==> src/rtl/pwm_compare_dt_if.sv <==
// Purpose : bundles the carrier/shadow inputs and gate-command outputs of one PWM compare channel.
// Latency : n/a (wiring only).
// Backpressure: none; all signals are sampled or driven every clock.
//
// Ports (as seen from the compare stage, modport slave):
//   carrier   in  carrier value from the carrier generator
//   period    in  carrier period (same value fed to the generator)
//   compare   in  shadow compare value
//   deadtime  in  shadow dead-time, in clk cycles
//   pwm_onoff in  1 = channel enabled, 0 = outputs forced low
//   pwm_h     out high-side gate command
//   pwm_l     out low-side gate command
//   load_evt  out shadows copied to active registers this cycle
//   dt_active out a dead-time interval is counting
interface pwm_compare_dt_if #(
  parameter int WIDTH    = 16,
  parameter int DT_WIDTH = 10
);

  logic [WIDTH-1:0]    carrier;
  logic [WIDTH-1:0]    period;
  logic [WIDTH-1:0]    compare;
  logic [DT_WIDTH-1:0] deadtime;
  logic                pwm_onoff;
  logic                pwm_h;
  logic                pwm_l;
  logic                load_evt;
  logic                dt_active;

  // Carrier generator / register block side.
  modport master (
    output carrier,
    output period,
    output compare,
    output deadtime,
    output pwm_onoff,
    input  pwm_h,
    input  pwm_l,
    input  load_evt,
    input  dt_active
  );

  // Compare stage side.
  modport slave (
    input  carrier,
    input  period,
    input  compare,
    input  deadtime,
    input  pwm_onoff,
    output pwm_h,
    output pwm_l,
    output load_evt,
    output dt_active
  );

endinterface

==> src/rtl/pwm_compare_dt.sv <==
// Purpose : per-channel compare stage turning the carrier into a complementary PWM pair with dead-time.
// Latency : gate outputs are registered, 1 cycle after the compare edge; load_evt is combinational.
// Backpressure: none; the stage consumes the carrier every cycle.
//
// Ports: clk (rising edge), reset (synchronous, active-high), bus (pwm_compare_dt_if.slave):
//   carrier/period/compare/deadtime/pwm_onoff in; pwm_h/pwm_l/load_evt/dt_active out.
// Optional build macro PWM_TOP_LOAD_EN: also reload the shadows when the carrier reaches
// period-1 (twice-per-period updates for an up-down carrier). Undefined: zero events only.
module pwm_compare_dt #(
  parameter int WIDTH    = 16,
  parameter int DT_WIDTH = 10
) (
  input  logic            clk,
  input  logic            reset,
  pwm_compare_dt_if.slave bus
);

  typedef enum logic [2:0] {
    ST_OFF     = 3'd0,
    ST_H_ON    = 3'd1,
    ST_L_ON    = 3'd2,
    ST_DT_TO_H = 3'd3,
    ST_DT_TO_L = 3'd4
  } state_e;

  state_e              state_q,     state_d;
  logic [WIDTH-1:0]    cmp_act_q,   cmp_act_d;
  logic [DT_WIDTH-1:0] dt_act_q,    dt_act_d;
  logic [WIDTH-1:0]    carrier_q,   carrier_d;
  logic [DT_WIDTH-1:0] dt_cnt_q,    dt_cnt_d;
  logic                from_off_q,  from_off_d;
  logic                pwm_h_q,     pwm_h_d;
  logic                pwm_l_q,     pwm_l_d;
  logic                dt_active_q, dt_active_d;

  logic                raw;
  logic                zero_evt;
  logic                top_evt;
  logic                load;
  logic                dt_done;
  logic [DT_WIDTH-1:0] dt_dec;

  // Reference edge: high while the carrier is below the active compare value.
  assign raw = (bus.carrier < cmp_act_q);

  // ---------------------------------------------------------------------------
  // Shadow -> active transfer
  // ---------------------------------------------------------------------------
`ifdef PWM_TOP_LOAD_EN
  logic [WIDTH-1:0] period_m1;
  assign period_m1 = bus.period - WIDTH'(1);
`else
  // period only matters for the top event; fold it away in this build.
  logic period_unused;
  assign period_unused = ^bus.period;
`endif

  always_comb begin
    carrier_d = bus.carrier;
    zero_evt  = (bus.carrier == '0) && (carrier_q != '0);
`ifdef PWM_TOP_LOAD_EN
    top_evt   = (bus.carrier >= period_m1) && (carrier_q < period_m1);
`else
    top_evt   = 1'b0;
`endif
    load      = bus.pwm_onoff && (zero_evt || top_evt);

    cmp_act_d = cmp_act_q;
    dt_act_d  = dt_act_q;
    // A disabled channel is transparent so it re-enables with current settings;
    // an enabled one only updates on a period boundary to avoid runt pulses.
    if (!bus.pwm_onoff || load) begin
      cmp_act_d = bus.compare;
      dt_act_d  = bus.deadtime;
    end
  end

  // ---------------------------------------------------------------------------
  // Gate FSM
  // ---------------------------------------------------------------------------
  always_comb begin
    state_d    = state_q;
    dt_cnt_d   = dt_cnt_q;
    from_off_d = from_off_q;

    // dt_cnt holds the number of low cycles still to go including the current
    // one, so the interval ends on the cycle the counter would reach zero.
    dt_done = (dt_cnt_q <= DT_WIDTH'(1));
    dt_dec  = dt_done ? '0 : (dt_cnt_q - DT_WIDTH'(1));

    if (!bus.pwm_onoff) begin
      state_d    = ST_OFF;
      dt_cnt_d   = '0;
      from_off_d = 1'b0;
    end else begin
      unique case (state_q)
        ST_OFF: begin
          if (dt_act_q == '0) begin
            state_d    = raw ? ST_H_ON : ST_L_ON;
            from_off_d = 1'b0;
          end else begin
            state_d    = raw ? ST_DT_TO_H : ST_DT_TO_L;
            dt_cnt_d   = dt_act_q;
            from_off_d = 1'b1;
          end
        end

        ST_L_ON: begin
          if (raw) begin
            from_off_d = 1'b0;
            if (dt_act_q == '0) begin
              state_d = ST_H_ON;
            end else begin
              state_d  = ST_DT_TO_H;
              dt_cnt_d = dt_act_q;
            end
          end
        end

        ST_H_ON: begin
          if (!raw) begin
            from_off_d = 1'b0;
            if (dt_act_q == '0) begin
              state_d = ST_L_ON;
            end else begin
              state_d  = ST_DT_TO_L;
              dt_cnt_d = dt_act_q;
            end
          end
        end

        ST_DT_TO_H,
        ST_DT_TO_L: begin
          if (!from_off_q && (raw != (state_q == ST_DT_TO_H))) begin
            // Reference reverted: the incoming switch was never turned on, so
            // the outgoing one can be restored without another dead-time.
            state_d  = (state_q == ST_DT_TO_H) ? ST_L_ON : ST_H_ON;
            dt_cnt_d = '0;
          end else begin
            // Coming out of OFF both switches are already off, so the target
            // simply follows raw while the interval keeps running.
            dt_cnt_d = dt_dec;
            if (dt_done) begin
              state_d    = raw ? ST_H_ON : ST_L_ON;
              from_off_d = 1'b0;
            end else begin
              state_d = raw ? ST_DT_TO_H : ST_DT_TO_L;
            end
          end
        end

        default: begin
          state_d    = ST_OFF;
          dt_cnt_d   = '0;
          from_off_d = 1'b0;
        end
      endcase
    end

    // Outputs are decoded from the next state and registered so the gate
    // drivers see clean, glitch-free levels.
    pwm_h_d     = (state_d == ST_H_ON);
    pwm_l_d     = (state_d == ST_L_ON);
    dt_active_d = (state_d == ST_DT_TO_H) || (state_d == ST_DT_TO_L);
  end

  // ---------------------------------------------------------------------------
  // Registers
  // ---------------------------------------------------------------------------
  always_ff @(posedge clk) begin
    if (reset) begin
      state_q     <= ST_OFF;
      cmp_act_q   <= '0;
      dt_act_q    <= '0;
      carrier_q   <= '0;
      dt_cnt_q    <= '0;
      from_off_q  <= 1'b0;
      pwm_h_q     <= 1'b0;
      pwm_l_q     <= 1'b0;
      dt_active_q <= 1'b0;
    end else begin
      state_q     <= state_d;
      cmp_act_q   <= cmp_act_d;
      dt_act_q    <= dt_act_d;
      carrier_q   <= carrier_d;
      dt_cnt_q    <= dt_cnt_d;
      from_off_q  <= from_off_d;
      pwm_h_q     <= pwm_h_d;
      pwm_l_q     <= pwm_l_d;
      dt_active_q <= dt_active_d;
    end
  end

  assign bus.pwm_h     = pwm_h_q;
  assign bus.pwm_l     = pwm_l_q;
  assign bus.dt_active = dt_active_q;
  // Held low during reset so the pulse never appears while registers clear.
  assign bus.load_evt  = load && !reset;

  // Shoot-through protection: the two gate commands must never overlap, and a
  // dead-time interval always has both switches off.
  a_no_overlap : assert property (@(posedge clk) disable iff (reset)
    !(pwm_h_q && pwm_l_q));
  a_dt_low : assert property (@(posedge clk) disable iff (reset)
    dt_active_q |-> (!pwm_h_q && !pwm_l_q));

endmodule

==> src/flat_wrapper.sv <==
// flat-port wrapper written by rule: the top's interface ports become plain ports
module pwm_compare_dt_flat 
#(
  parameter int WIDTH    = 16,
  parameter int DT_WIDTH = 10
)
  (clk, reset, bus_carrier, bus_period, bus_compare, bus_deadtime, bus_pwm_onoff, bus_pwm_h, bus_pwm_l, bus_load_evt, bus_dt_active);
  pwm_compare_dt_if #(.WIDTH(WIDTH), .DT_WIDTH(DT_WIDTH)) bus_i ();
  input  logic clk;
  input  logic reset;
  input wire logic [$bits(bus_i.carrier)-1:0] bus_carrier;
  input wire logic [$bits(bus_i.period)-1:0] bus_period;
  input wire logic [$bits(bus_i.compare)-1:0] bus_compare;
  input wire logic [$bits(bus_i.deadtime)-1:0] bus_deadtime;
  input wire logic [$bits(bus_i.pwm_onoff)-1:0] bus_pwm_onoff;
  output wire logic [$bits(bus_i.pwm_h)-1:0] bus_pwm_h;
  output wire logic [$bits(bus_i.pwm_l)-1:0] bus_pwm_l;
  output wire logic [$bits(bus_i.load_evt)-1:0] bus_load_evt;
  output wire logic [$bits(bus_i.dt_active)-1:0] bus_dt_active;
  assign bus_i.carrier = bus_carrier;
  assign bus_i.period = bus_period;
  assign bus_i.compare = bus_compare;
  assign bus_i.deadtime = bus_deadtime;
  assign bus_i.pwm_onoff = bus_pwm_onoff;
  assign bus_pwm_h = bus_i.pwm_h;
  assign bus_pwm_l = bus_i.pwm_l;
  assign bus_load_evt = bus_i.load_evt;
  assign bus_dt_active = bus_i.dt_active;
  pwm_compare_dt #(.WIDTH(WIDTH), .DT_WIDTH(DT_WIDTH)) u_core (.clk(clk), .reset(reset), .bus(bus_i));
endmodule
==> config.mk <==
export PLATFORM = sky130hd
export DESIGN_NAME = pwm_compare_dt_flat
export DESIGN_NICKNAME = d
export VERILOG_FILES = /design/src/rtl/pwm_compare_dt_if.sv /design/src/rtl/pwm_compare_dt.sv /design/src/flat_wrapper.sv
export SDC_FILE = /design/constraint.sdc
export NUM_CORES = 1
export LEC_CHECK = 0
export CAP_MARGIN = 20
export CORE_ASPECT_RATIO = 1.5
export CORE_UTILIZATION = 45
export CTS_CLUSTER_SIZE = 25
export DETAILED_ROUTE_END_ITERATION = 16
export HOLD_SLACK_MARGIN = 0.15
export MAX_ROUTING_LAYER = met4
export PLACE_DENSITY = 0.73
export REMOVE_ABC_BUFFERS = 1
export SLEW_MARGIN = 0
export SYNTH_ARGS = -nofsm -noshare
export SYNTH_HDL_FRONTEND = slang
export SYNTH_SLANG_ARGS = --single-unit
==> constraint.sdc <==
create_clock -name clk -period 7.4 [get_ports clk]
set_input_delay 1.48 -clock clk [delete_from_list [all_inputs] [get_ports clk]]
set_output_delay 1.48 -clock clk [all_outputs]
set_load 0.005 [all_outputs]
==> reports/qor.csv <==
metric,value,unit
status,"finished, final reports clean",
dominant synthesized flop cell,dfxtp_1,
TNS Setup,0,ps
share of cells above drive strength 1,6.23,%
H-tree levels,3,
largest family of logic cells by synthesized area,simple AND/OR/NAND/NOR gates,
Clk pwr share,32.6,%
Horiz. Die Dim,67.2,microns
WL per Instance,13.2,microns
Mean Syn Cell Area,8.56,sq um
Least-Margin Pin Slew,929,ps
clk root buf,clkbuf_8,
area delta synth->final,23.2,%
Initial Util,46.8,%
WS Path Type,in2out,
multiplexer area fraction after synthesis,4.89,%
TritonCTS clock tree,done,
Post-synth EDFFs,0,
internal power,0.528,mW
fin area,3530,sq um
"Req. time, crit path",5920,ps
worst skew pair latency,340,ps
die height,99.8,microns
Comb power frac,20.6,%
vias in the first global route,2398,
max-cap viol count,0,
Mapped Area,2870,sq um
Post-Synth Simple-Gate Area,22.3,%
clock transition at the registers of the reported paths,60,ps
R2R setup slack,3880,ps
residual DRC count,0,
cell count after synthesis,335,
"Period Utilization, post-route",65.8,%
Synth Area in XOR/XNOR,0,%
switching share of power,29.3,%
startpoint types,primary input,
CTS sink count,59,
Unique masters post-synth,49,
antenna violations before repair,0,
gr ovfl total,0,
Nets,460,
first-pass GRT wire length,10400,microns
post-route ant nets,0,
core outline area,6130,sq um
DRT iter0 DRCs,167,
CP max FO,3,
Final Max Tran Viols,0,
fin worst setup slack,2530,ps
Fmax achieved,205,MHz
asr flop ratio synth,0,%
DPL Wire Length,4420,microns
HP Class,reg2reg,
sequential area share after synthesis,41.2,%
Max rail drop VDD,0.141,mV
"Hold-fix buffers, CTS",0,
Setup-failing EPs final,0,
Worst Skew,9.03,ps
RSZ-0062 raised after global routing,false,
CTS Buf Count,9,
DR vias,2480,
Slew Limit Headroom,38.1,%
vias per cell,5.40,
Adder-Cell Fraction of Synth Area,8.29,%
GPL Wtd Cong,0.815,
"Hold Vio Cnt, Final",0,
Switching Power,0.218,mW
post-CTS setup buffers,0,
total of warnings raised by yosys,0,
pwr dens,212,nW/um^2
all-layer global routing usage,21.2,%
1st-pass router iterations,4,
dpl ws,2230,ps
CP Capture Type,primary output,
Ports,65,
maximum clock path buffer count,2,
Tmin final,4870,ps
post-layout util,57.6,%
row cnt,35,
DIE AREA,6700,sq um
CP Data Arrival Time,3390,ps
DRT Wirelength,6040,microns
Total Power,0.747,mW
sequential power share,46.7,%
Placed Area,3370,sq um
post-synthesis compound-gate area fraction,17.6,%
antenna diode count,0,
pin count of the biggest net entering global routing,45,
"flops & latches, synth",59,
Leakage,1.41,nW
I/O Buffers,48,
# resized after CTS,0,
-- final cells by class --
type                            count  area, sq um
Clock inverter                      5         30.0
Timing Repair Buffer               50          495
Fill cell                         575         2600
Multi-Input combinational cell    239         1520
Inverter                           21         78.8
Tap cell                           74         92.6
Sequential cell                    59         1180
Clock buffer                       11          131
-- layout by cell type, fill, tap and decap left out, types with 2 or more instances in the layout --
cell | synthesis | final
nor3_1 | 6 | 6
ha_1 | 19 | 19
o31ai_1 | 4 | 4
a21oi_1 | 25 | 25
inv_1 | 21 | 21
or3_1 | 3 | 3
nand2b_1 | 4 | 4
o21ai_1 | 3 | 3
clkinv_2 | 0 | 3
nand2_1 | 18 | 18
nand3_1 | 2 | 2
clkbuf_1 | 6 | 2
clkbuf_8 | 0 | 9
a211oi_1 | 2 | 2
dfxtp_1 | 59 | 59
buf_4 | 2 | 2
mux2i_1 | 14 | 14
clkdlybuf4s50_1 | 0 | 48
nand4_1 | 2 | 2
a32o_1 | 8 | 8
nor2_1 | 63 | 63
o21ai_0 | 13 | 13
nor2b_1 | 17 | 17
nor4_1 | 9 | 9
clkinvlp_4 | 0 | 2
or2_2 | 2 | 2
a2bb2oi_1 | 2 | 2
-- power by group through the flow --
stage	Sequential [mW]	Combinational, mW	Clock, mW
2_1_floorplan	0.352	0.0985	0
3_3_place_gp	0.355	0.148	0
3_5_place_dp	0.356	0.154	0
4_1_cts	0.349	0.154	0.250
5_1_grt	0.351	0.173	0.263
6_report	0.349	0.154	0.244
-- cell families (layout without fill, tap and decap cells) --
| group | after synthesis | count (layout) |
|---|---|---|
| muxes | 14 | 14 |
| DFF | 59 | 59 |
| adders and majority gates | 19 | 19 |
| AOI/OAI and AO/OA | 72 | 72 |
| buffers and inverters | 37 | 87 |
| and+or+nand+nor | 134 | 134 |
-- stage by stage --
stage / hold slack [ps] / std cells
after floorplan: 460 / 319
after global placement: 475 / 443
after detailed placement: 480 / 443
after CTS: 502 / 459
after global routing: 515 / 459
final: 499 / 459
-- metal layers --
metal / GRT usage (%) / routed length, microns / up-vias
li1: - / - / 1261
met2: 35.2 / 3180 / 56
met4: 11.9 / 133 / 0
met1: 22.7 / 2550 / 1152
met5: - / 0 / -
met3: 4.13 / 173 / 11
-- synth_stat cells, drive strengths merged, types with 2 or more instances --
library cell	instances	area share, %
and3	2	0.48
a2bb2oi	2	0.61
nand2	18	2.4
a31oi	2	0.65
o31ai	4	1.0
dfxtp	59	41
a21oi	25	4.4
nor2	63	8.2
nor2b	17	3.7
nand2b	4	0.87
buf	10	2.2
clkbuf	6	0.79
a32o	8	2.8
ha	19	8.3
or2	2	0.44
o21ai	16	2.8
nor4	9	2.0
nor3	6	1.0
nand3	2	0.35
a221oi	2	0.83
a211oi	3	0.96
or3	4	1.0
nand4	2	0.44
mux2i	14	4.9
inv	21	2.8
-- critical path: stages --
cell             delay [ps]
clkdlybuf4s50_1         460
nor4_1                  390
nand4_1                 160
a41o_1                  260
nor2_1                  130
clkdlybuf4s50_1         510
-- sequential cells by signal (all words and copies together), names as in the netlist --
name / cells
u_core.bus.dt_active: 1
u_core.bus.pwm_l: 1
u_core.from_off_q: 1
u_core.dt_cnt_q: 10
u_core.cmp_act_q: 16
u_core.bus.pwm_h: 1
u_core.carrier_q: 16
u_core.dt_act_q: 10
u_core.state_q: 3
-- final timing paths --
path	from	endpoint	cells after the start
max reg2reg	u_core.cmp_act_q[2]	u_core.bus.dt_active	13
max	bus_carrier[13]	bus_load_evt	6
min	u_core.dt_cnt_q[6]	u_core.dt_cnt_q[6]	1
min reg2reg	u_core.dt_cnt_q[6]	u_core.dt_cnt_q[6]	1
No activity file was read; power rests on OpenSTA's default activity.
